===== config.mk =====
export PLATFORM = sky130hd
export DESIGN_NAME = if_fetch_unit
export DESIGN_NICKNAME = d
export VERILOG_FILES = /design/src/rtl/if_fetch_unit.sv
export SDC_FILE = /design/constraint.sdc
export NUM_CORES = 1
export LEC_CHECK = 0
export BUFFER_PORTS_ARGS = -buffer_cell sky130_fd_sc_hd__clkbuf_2
export CELL_PAD_IN_SITES_DETAIL_PLACEMENT = 0
export CELL_PAD_IN_SITES_GLOBAL_PLACEMENT = 1
export CORE_MARGIN = 2
export CORE_UTILIZATION = 35
export DETAILED_ROUTE_END_ITERATION = 12
export PLACE_DENSITY = 0.88
export SYNTH_ARGS = -nofsm -noshare
export SYNTH_HDL_FRONTEND = slang
export SYNTH_SLANG_ARGS = --single-unit
export TNS_END_PERCENT = 30

===== constraint.sdc =====
create_clock -name clk -period 1.93 [get_ports clk]
set_input_delay 0.193 -clock clk [delete_from_list [all_inputs] [get_ports clk]]
set_output_delay 0.193 -clock clk [all_outputs]
set_load 0.05 [all_outputs]

===== src/rtl/if_fetch_unit.sv =====
// Instruction-fetch stage: owns the PC, talks to variable-latency imem, feeds IF/ID.
// state | meaning
// FETCH | request outstanding at pc, present data on imem_ready
// HOLD  | IF/ID stalled, buffered instruction re-presented, no request
// HALT  | HLT consumed, no fetch until redirect or reset
module if_fetch_unit (
  input  logic        clk,
  input  logic        rst_n,
  input  logic        stall_in,
  input  logic        redirect,
  input  logic [15:0] redirect_addr,
  output logic        imem_req,
  output logic [15:0] imem_addr,
  input  logic [15:0] imem_rdata,
  input  logic        imem_ready,
  output logic [15:0] instr_out,
  output logic [15:0] pc_incr_out,
  output logic        instr_valid,
  output logic        flush_if_out
);

  localparam logic [15:0] NOP = 16'hA000;
  localparam logic [3:0]  HLT_OP = 4'hF;

  typedef enum logic [1:0] {FETCH = 2'd0, HOLD = 2'd1, HALT = 2'd2} state_t;

  state_t      state_q, state_d;
  logic [15:0] pc_q, pc_d;
  logic [15:0] hold_buf_q, hold_buf_d;
  logic        redir_pend_q, redir_pend_d;
  logic [15:0] redir_tgt_q, redir_tgt_d;

  logic        present;
  logic [15:0] present_instr;
  logic [15:0] pc_incr;

  assign pc_incr      = pc_q + 16'd1;
  assign pc_incr_out  = pc_incr;
  assign imem_addr    = pc_q;
  assign flush_if_out = redirect;

  always_comb begin
    present       = 1'b0;
    present_instr = NOP;
    if (!redirect) begin
      if (state_q == FETCH && imem_ready && !redir_pend_q) begin
        present       = 1'b1;
        present_instr = imem_rdata;
      end else if (state_q == HOLD) begin
        present       = 1'b1;
        present_instr = hold_buf_q;
      end
    end
  end

  always_comb begin
    imem_req    = 1'b0;
    instr_out   = NOP;
    instr_valid = 1'b0;
    if (rst_n) begin
      imem_req    = (state_q == FETCH);
      instr_out   = present_instr;
      instr_valid = present;
    end
  end

  always_comb begin
    state_d      = state_q;
    pc_d         = pc_q;
    hold_buf_d   = hold_buf_q;
    redir_pend_d = redir_pend_q;
    redir_tgt_d  = redir_tgt_q;
    unique case (state_q)
      FETCH: begin
        if (redirect) begin
          if (imem_ready) begin
            pc_d         = redirect_addr;
            redir_pend_d = 1'b0;
          end else begin
            // access still in flight: retarget once it completes
            redir_pend_d = 1'b1;
            redir_tgt_d  = redirect_addr;
          end
        end else if (imem_ready) begin
          if (redir_pend_q) begin
            pc_d         = redir_tgt_q;
            redir_pend_d = 1'b0;
          end else if (stall_in) begin
            hold_buf_d = imem_rdata;
            state_d    = HOLD;
          end else begin
            pc_d = pc_incr;
            if (imem_rdata[15:12] == HLT_OP) state_d = HALT;
          end
        end
      end
      HOLD: begin
        if (redirect) begin
          pc_d       = redirect_addr;
          hold_buf_d = NOP;
          state_d    = FETCH;
        end else if (!stall_in) begin
          pc_d    = pc_incr;
          state_d = (hold_buf_q[15:12] == HLT_OP) ? HALT : FETCH;
        end
      end
      HALT: begin
        if (redirect) begin
          pc_d    = redirect_addr;
          state_d = FETCH;
        end
      end
      default: state_d = FETCH;
    endcase
  end

  always_ff @(posedge clk) begin
    if (!rst_n) begin
      state_q      <= FETCH;
      pc_q         <= 16'h0000;
      hold_buf_q   <= NOP;
      redir_pend_q <= 1'b0;
      redir_tgt_q  <= 16'h0000;
    end else begin
      state_q      <= state_d;
      pc_q         <= pc_d;
      hold_buf_q   <= hold_buf_d;
      redir_pend_q <= redir_pend_d;
      redir_tgt_q  <= redir_tgt_d;
    end
  end

endmodule


# Word-level counts from Yosys, hierarchy flattened
# Cells that the tools add are included.
[totals]
out_inout_bits = 51
in_bits = 37
reg_bits = 51
[op_classes]
n_reduce_logical = 12
n_mux = 36
n_bitwise = 1
n_addsub = 1
n_eq_ne = 12
[op_table]
columns = ["op", "count"]
rows = [
  ["16-bit two-way mux", 16],
  ["16-bit one-hot mux with 3 select lines", 1],
  ["16-bit one-hot mux with 2 select lines", 1],
  ["2-bit two-way mux", 9],
  ["16-bit by 1-bit adder with 16-bit output, second input constant", 1],
  ["2-bit != test, second input constant", 6],
  ["6-bit AND reduction", 2],
  ["4-bit equality test, second input constant", 2],
  ["1-bit two-way mux", 8],
  ["2-bit one-hot mux with 3 select lines", 1],
  ["3-bit AND reduction", 2],
  ["2-bit nonzero test", 2],
  ["3-bit by 2-bit != test with 1-bit output, second input constant", 1],
  ["3-bit != test, second input constant", 1],
  ["3-bit nonzero test", 1],
  ["2-bit by 1-bit equality test with 1-bit output, second input constant", 1],
  ["2-bit equality test, second input constant", 1],
  ["1-bit logical AND", 2],
  ["2-bit logical NOT", 1],
  ["2-bit AND reduction", 1],
  ["1-bit logical NOT", 1],
  ["1-bit inverter", 1],
]

# Logic depth before layout (Yosys ltp)
[logic_depth]
depth_word = 7
mapped_depth = 9
mapped_depth_nobuf = 8

# Worst setup path before layout
# Ideal clock, no wire load.
[synth_path]
path_type = "reg2out"
from = "register pc_q[0], in the netlist imem_addr[0]"
to = "output port pc_incr_out[14]"
n_path_buf = 0
stages_incl_launch_ff = 6
arrival_time_ns = 2.457
setup_slack_ns = -0.720
cell_sequence = "dfxtp_1 ha_1 nand3_1 nor2_1 nand4_1 xnor2_1"
[synth_via]
elab_chain_len = 1
[synth_rtl]
columns = ["item", "line", "source"]
rows = [
  ["start: declaration", "28", "logic [15:0] pc_q, pc_d;"],
  ["start signal: assignment", "126", "pc_q <= pc_d;"],
  ["16-bit by 1-bit adder with 16-bit output", "37", "assign pc_incr = pc_q + 16'd1;"],
  ["end: declaration", "17", "output logic [15:0] pc_incr_out,"],
]
# Every way passes these cells.

# Worst setup path after layout
[layout_path]
from = "register state_q[1]"
to = "output port instr_out[13]"
[layout_via]
elab_chain_len = 6
word_cells_on_any_way = 8
cone_classes = "eq/ne: 1; mux: 4; reduce/logical: 3"
[layout_rtl]
columns = ["item", "line", "source"]
rows = [
  ["start: declaration", "27", "state_t state_q, state_d;"],
  ["start signal: assignment", "125", "state_q <= state_d;"],
  ["2-bit logical NOT", "46", "if (state_q == FETCH && imem_ready && !redir_pend_q) begin"],
  ["1-bit logical AND (2 in a row)", "46", ""],
  ["16-bit two-way mux (*)", "46", ""],
  ["16-bit two-way mux (*)", "45", "if (!redirect) begin"],
  ["16-bit two-way mux (*)", "60", "if (rst_n) begin"],
  ["end: declaration", "16", "output logic [15:0] instr_out,"],
]
# Mark *: on every way between the ends. The rest lies on a longest branch, timed or not.

==> impl_metrics.yaml <==
outcome:
  status: "complete, but fails checks"
  violations: "setup timing"
logic_synthesis:
  synth_compound_area_frac: 0.262
  synth.area.mux_share: 0.0112
  ys_seq_area_frac: 0.277
  ys_warn_count: 0
  ys.flop_type: "dfxtp_1"
  synth_xor_area_frac: 0.0522
  synth.distinct_cells: 62
  synthArstFlopShare: 0
  synth_adder_area_share: 0.0170
  ys_seq_elements: 51
  syn_avg_cell_area_sq_um: 7.16
  synthCells: 515
  synth_nets: 557
  synth_top_family_by_area: "simple AND/OR/NAND/NOR gates"
  synthSimpleGateAreaFrac: 0.311
  syn_area_sq_um: 3690
  synth_edf_count: 0
drt:
  drcViolationCount: 0
  dr.pass1.iters: 5
  via_per_inst: 5.57
  wire_per_inst_um: 16.2
  postRouteAntennaNets: 0
  initialDrtViolationCount: 277
  wirelength_um: 12300
  route.vias.total: 4220
timing:
  finalCritPeriodShare: 1.04
  fmax_mhz: 496
  skew_ps: 12.9
  worst_pin_slew_ps: 433
  fin_tns_setup_ps: -557
  slew_headroom: 0.711
  finalCriticalPeriod_ps: 2010
  rsz0062_at_grt: "yes"
  finalHoldViolations: 0
  setup_viol: 9
  fin_ws_ps: -84.7
  maxSlewViolCount: 0
min_path:
  hp-start: "redirect_addr[2]"
  min_path_type: "in -> reg"
  holdPathStages: 3
  min_to: "redir_tgt_q[2]$_SDFFE_PN0P_"
power:
  p_total_mw: 7.09
  powerDensity_nw_per_um2: 1320
  power.leakage_nw: 2.06
  p_seq_frac: 0.252
  swShare: 0.518
  p_int_mw: 3.42
  p_clk_frac: 0.102
  p_sw_mw: 3.67
  irDropWorstVdd_uv: 836
  p_comb_frac: 0.646
clock_tree:
  cts_buffers: 5
  clock_path_buffers: 2
  tritoncts: "done"
  clkSinkCount: 51
  clock_latency_ps: 310
  cts_max_level: 2
  root_buffer: "clkbuf_8"
  path_clk_slew_ps: 90
finish:
  drive_above_1_share: 0.368
  area_delta_synth_final_pct: 45.3
  n_antenna_cell: 0
  mostFrequentLayoutCell: "nand2_1"
  fin_nets: 663
  final_area_sq_um: 5360
  stdcell_count: 758
  final_cell_mix: "nand2_1, clkbuf_2, buf_4"
floorplanning:
  die-area_sq_um: 11400
  rows: 37
  fp.dieW_um: 107
  io_pins: 88
  core_area_sq_um: 10300
  die_h_um: 107
  floorplan.initialDensity: 0.359
worst_setup_path:
  worst-setup-path-type: "reg -> out"
  start_kind: "flop"
  reg2reg_from: "state_q[1]$_SDFFE_PN0P_"
  ff2ff_path_depth: 6
  worstReg2RegEnd: "imem_addr[8]$_SDFFE_PN0P_"
  required_ps: 1740
  r2r_setup_slack_ps: 20
  worst_ep_arrival_time_ps: 1820
  end_kind: "output pin"
  crit_fanout: 7
global_route:
  track_usage: 0.213
  grt_max_degree: 36
  grt_first_pass_wirelength_um: 19900
  antenna_found_initial: 0
  gr-total-overflow: 0
  grt_pass1_vias: 4027
placement:
  hpwl_um: 8700
  gp_congestion: 0.873
  dp.cells: 730
  placed_cell_area_sq_um: 4780
  port_buffers: 87
run:
  maxCapViolCount: 0
[logic make-up (layout without fill, tap and decap cells)]
kind of cell / count (synthesis) / in the layout
AOI/OAI and AO/OA: 142 / 142
xor gates and xnor gates: 22 / 22
buffers and inverters: 59 / 166
and+or+nand+nor: 232 / 232
DFF: 51 / 51
adders and majority gates: 5 / 5
muxes: 4 / 4
[layout make-up]
type,instances,area (sq um)
Timing Repair Buffer,148,1140
Fill cell,974,4920
Inverter,10,41.3
Multi-Input combinational cell,405,2830
Clock buffer,6,93.8
Clock inverter,2,13.8
Tap cell,136,170
Sequential cell,51,1070
[metrics by stage]
stage | setup slack, ps | utilization | hold WS [ps]
3_5_place_dp | -80.5 | 0.465 | 457
6_report | -84.7 | 0.522 | 140
4_1_cts | -106 | 0.503 | 132
3_3_place_gp | 15.5 | 0.465 | 447
2_1_floorplan | -166 | - | 338
5_1_grt | -171 | 0.522 | 142
[repair_timing]
action / CTS / global route
gates resized for setup: 52 / 27
setup endpoints to repair: 41 / 51
pin swaps: 10 / 8
cloned: 0 / 1
hold buffers: 0 / 0
setup buffers: 6 / 13
[layer usage]
| layer | wire (um) | GRT usage | vias to the layer above |
|---|---|---|---|
| met5 | 0 | 0 | - |
| met4 | 174 | 0.0649 | 0 |
| met3 | 707 | 0.0340 | 19 |
| met2 | 6060 | 0.367 | 156 |
| met1 | 5300 | 0.273 | 2004 |
| li1 | - | - | 2041 |
[power groups by stage]
stage	Combinational, mW	Sequential, mW	Clock (mW)
finish	4.58	1.79	0.726
global route	4.91	1.84	0.779
CTS	4.31	1.80	0.743
detailed placement	4.08	1.81	0
global placement	4.00	1.79	0
floorplan	2.77	2.00	0
[sequential cells by signal, indices dropped and copies added, names as in the netlist]
name,count
imem_addr,16
redir_pend_q,1
redir_tgt_q,16
hold_buf_q,16
state_q,2
[worst max-delay path, stage by stage, from the launching register on]
cell and delay [ps]:
dfxtp_2 350, inv_2 50, buf_4 140, ha_4 180
nor2_2 140, or2_4 230, clkinvlp_4 180, nand3_4 90
clkbuf_16 160
[Yosys cell counts (2+ instances only)]
cell type	n	area (sq um)
or3_1	3	18.8
o31ai_1	4	30.0
and2_1	4	25.0
a211oi_1	4	30.0
xnor2_1	10	87.6
nand4b_1	4	35.0
a21oi_1	39	195
nor3b_1	4	30.0
o211ai_1	5	37.5
o22ai_1	2	12.5
nor3_1	14	70.1
nand3_1	20	100
buf_4	2	15.0
mux2i_1	3	30.0
a21o_1	3	22.5
nor2_1	25	93.8
nor4_1	2	12.5
inv_1	10	37.5
buf_1	2	7.51
nand2_1	105	394
a21boi_0	29	218
a31oi_1	4	25.0
buf_2	17	85.1
and3b_1	2	17.5
o41ai_1	3	26.3
a32o_1	3	30.0
xor2_1	12	105
nand2b_1	6	37.5
ha_1	5	62.6
a32oi_1	5	43.8
clkbuf_1	27	101
nand3b_1	14	105
nand4_1	8	50.1
or4_1	2	15.0
o21ai_0	20	100
nor2b_1	8	50.1
a221oi_1	7	61.3
dfxtp_1	51	1020
or2_2	4	25.0
[how the worst max path moves through the flow]
stage / to / cells after the start / slack (ps) / from
6_report: instr_out[13] / 8 / -80 / state_q[1]$_SDFFE_PN0P_
5_1_grt: instr_out[15] / 8 / -170 / state_q[1]$_SDFFE_PN0P_
3_3_place_gp: imem_addr[8]$_SDFFE_PN0P_ / 6 / 20 / state_q[1]$_SDFFE_PN0P_
3_5_place_dp: hold_buf_q[6]$_SDFFE_PN0P_ / 8 / -80 / state_q[0]$_SDFFE_PN0P_
2_1_floorplan: instr_out[5] / 6 / -170 / state_q[1]$_SDFFE_PN0P_
4_1_cts: instr_out[2] / 9 / -110 / state_q[0]$_SDFFE_PN0P_
Note: power is estimated with default switching activity, not from simulation.
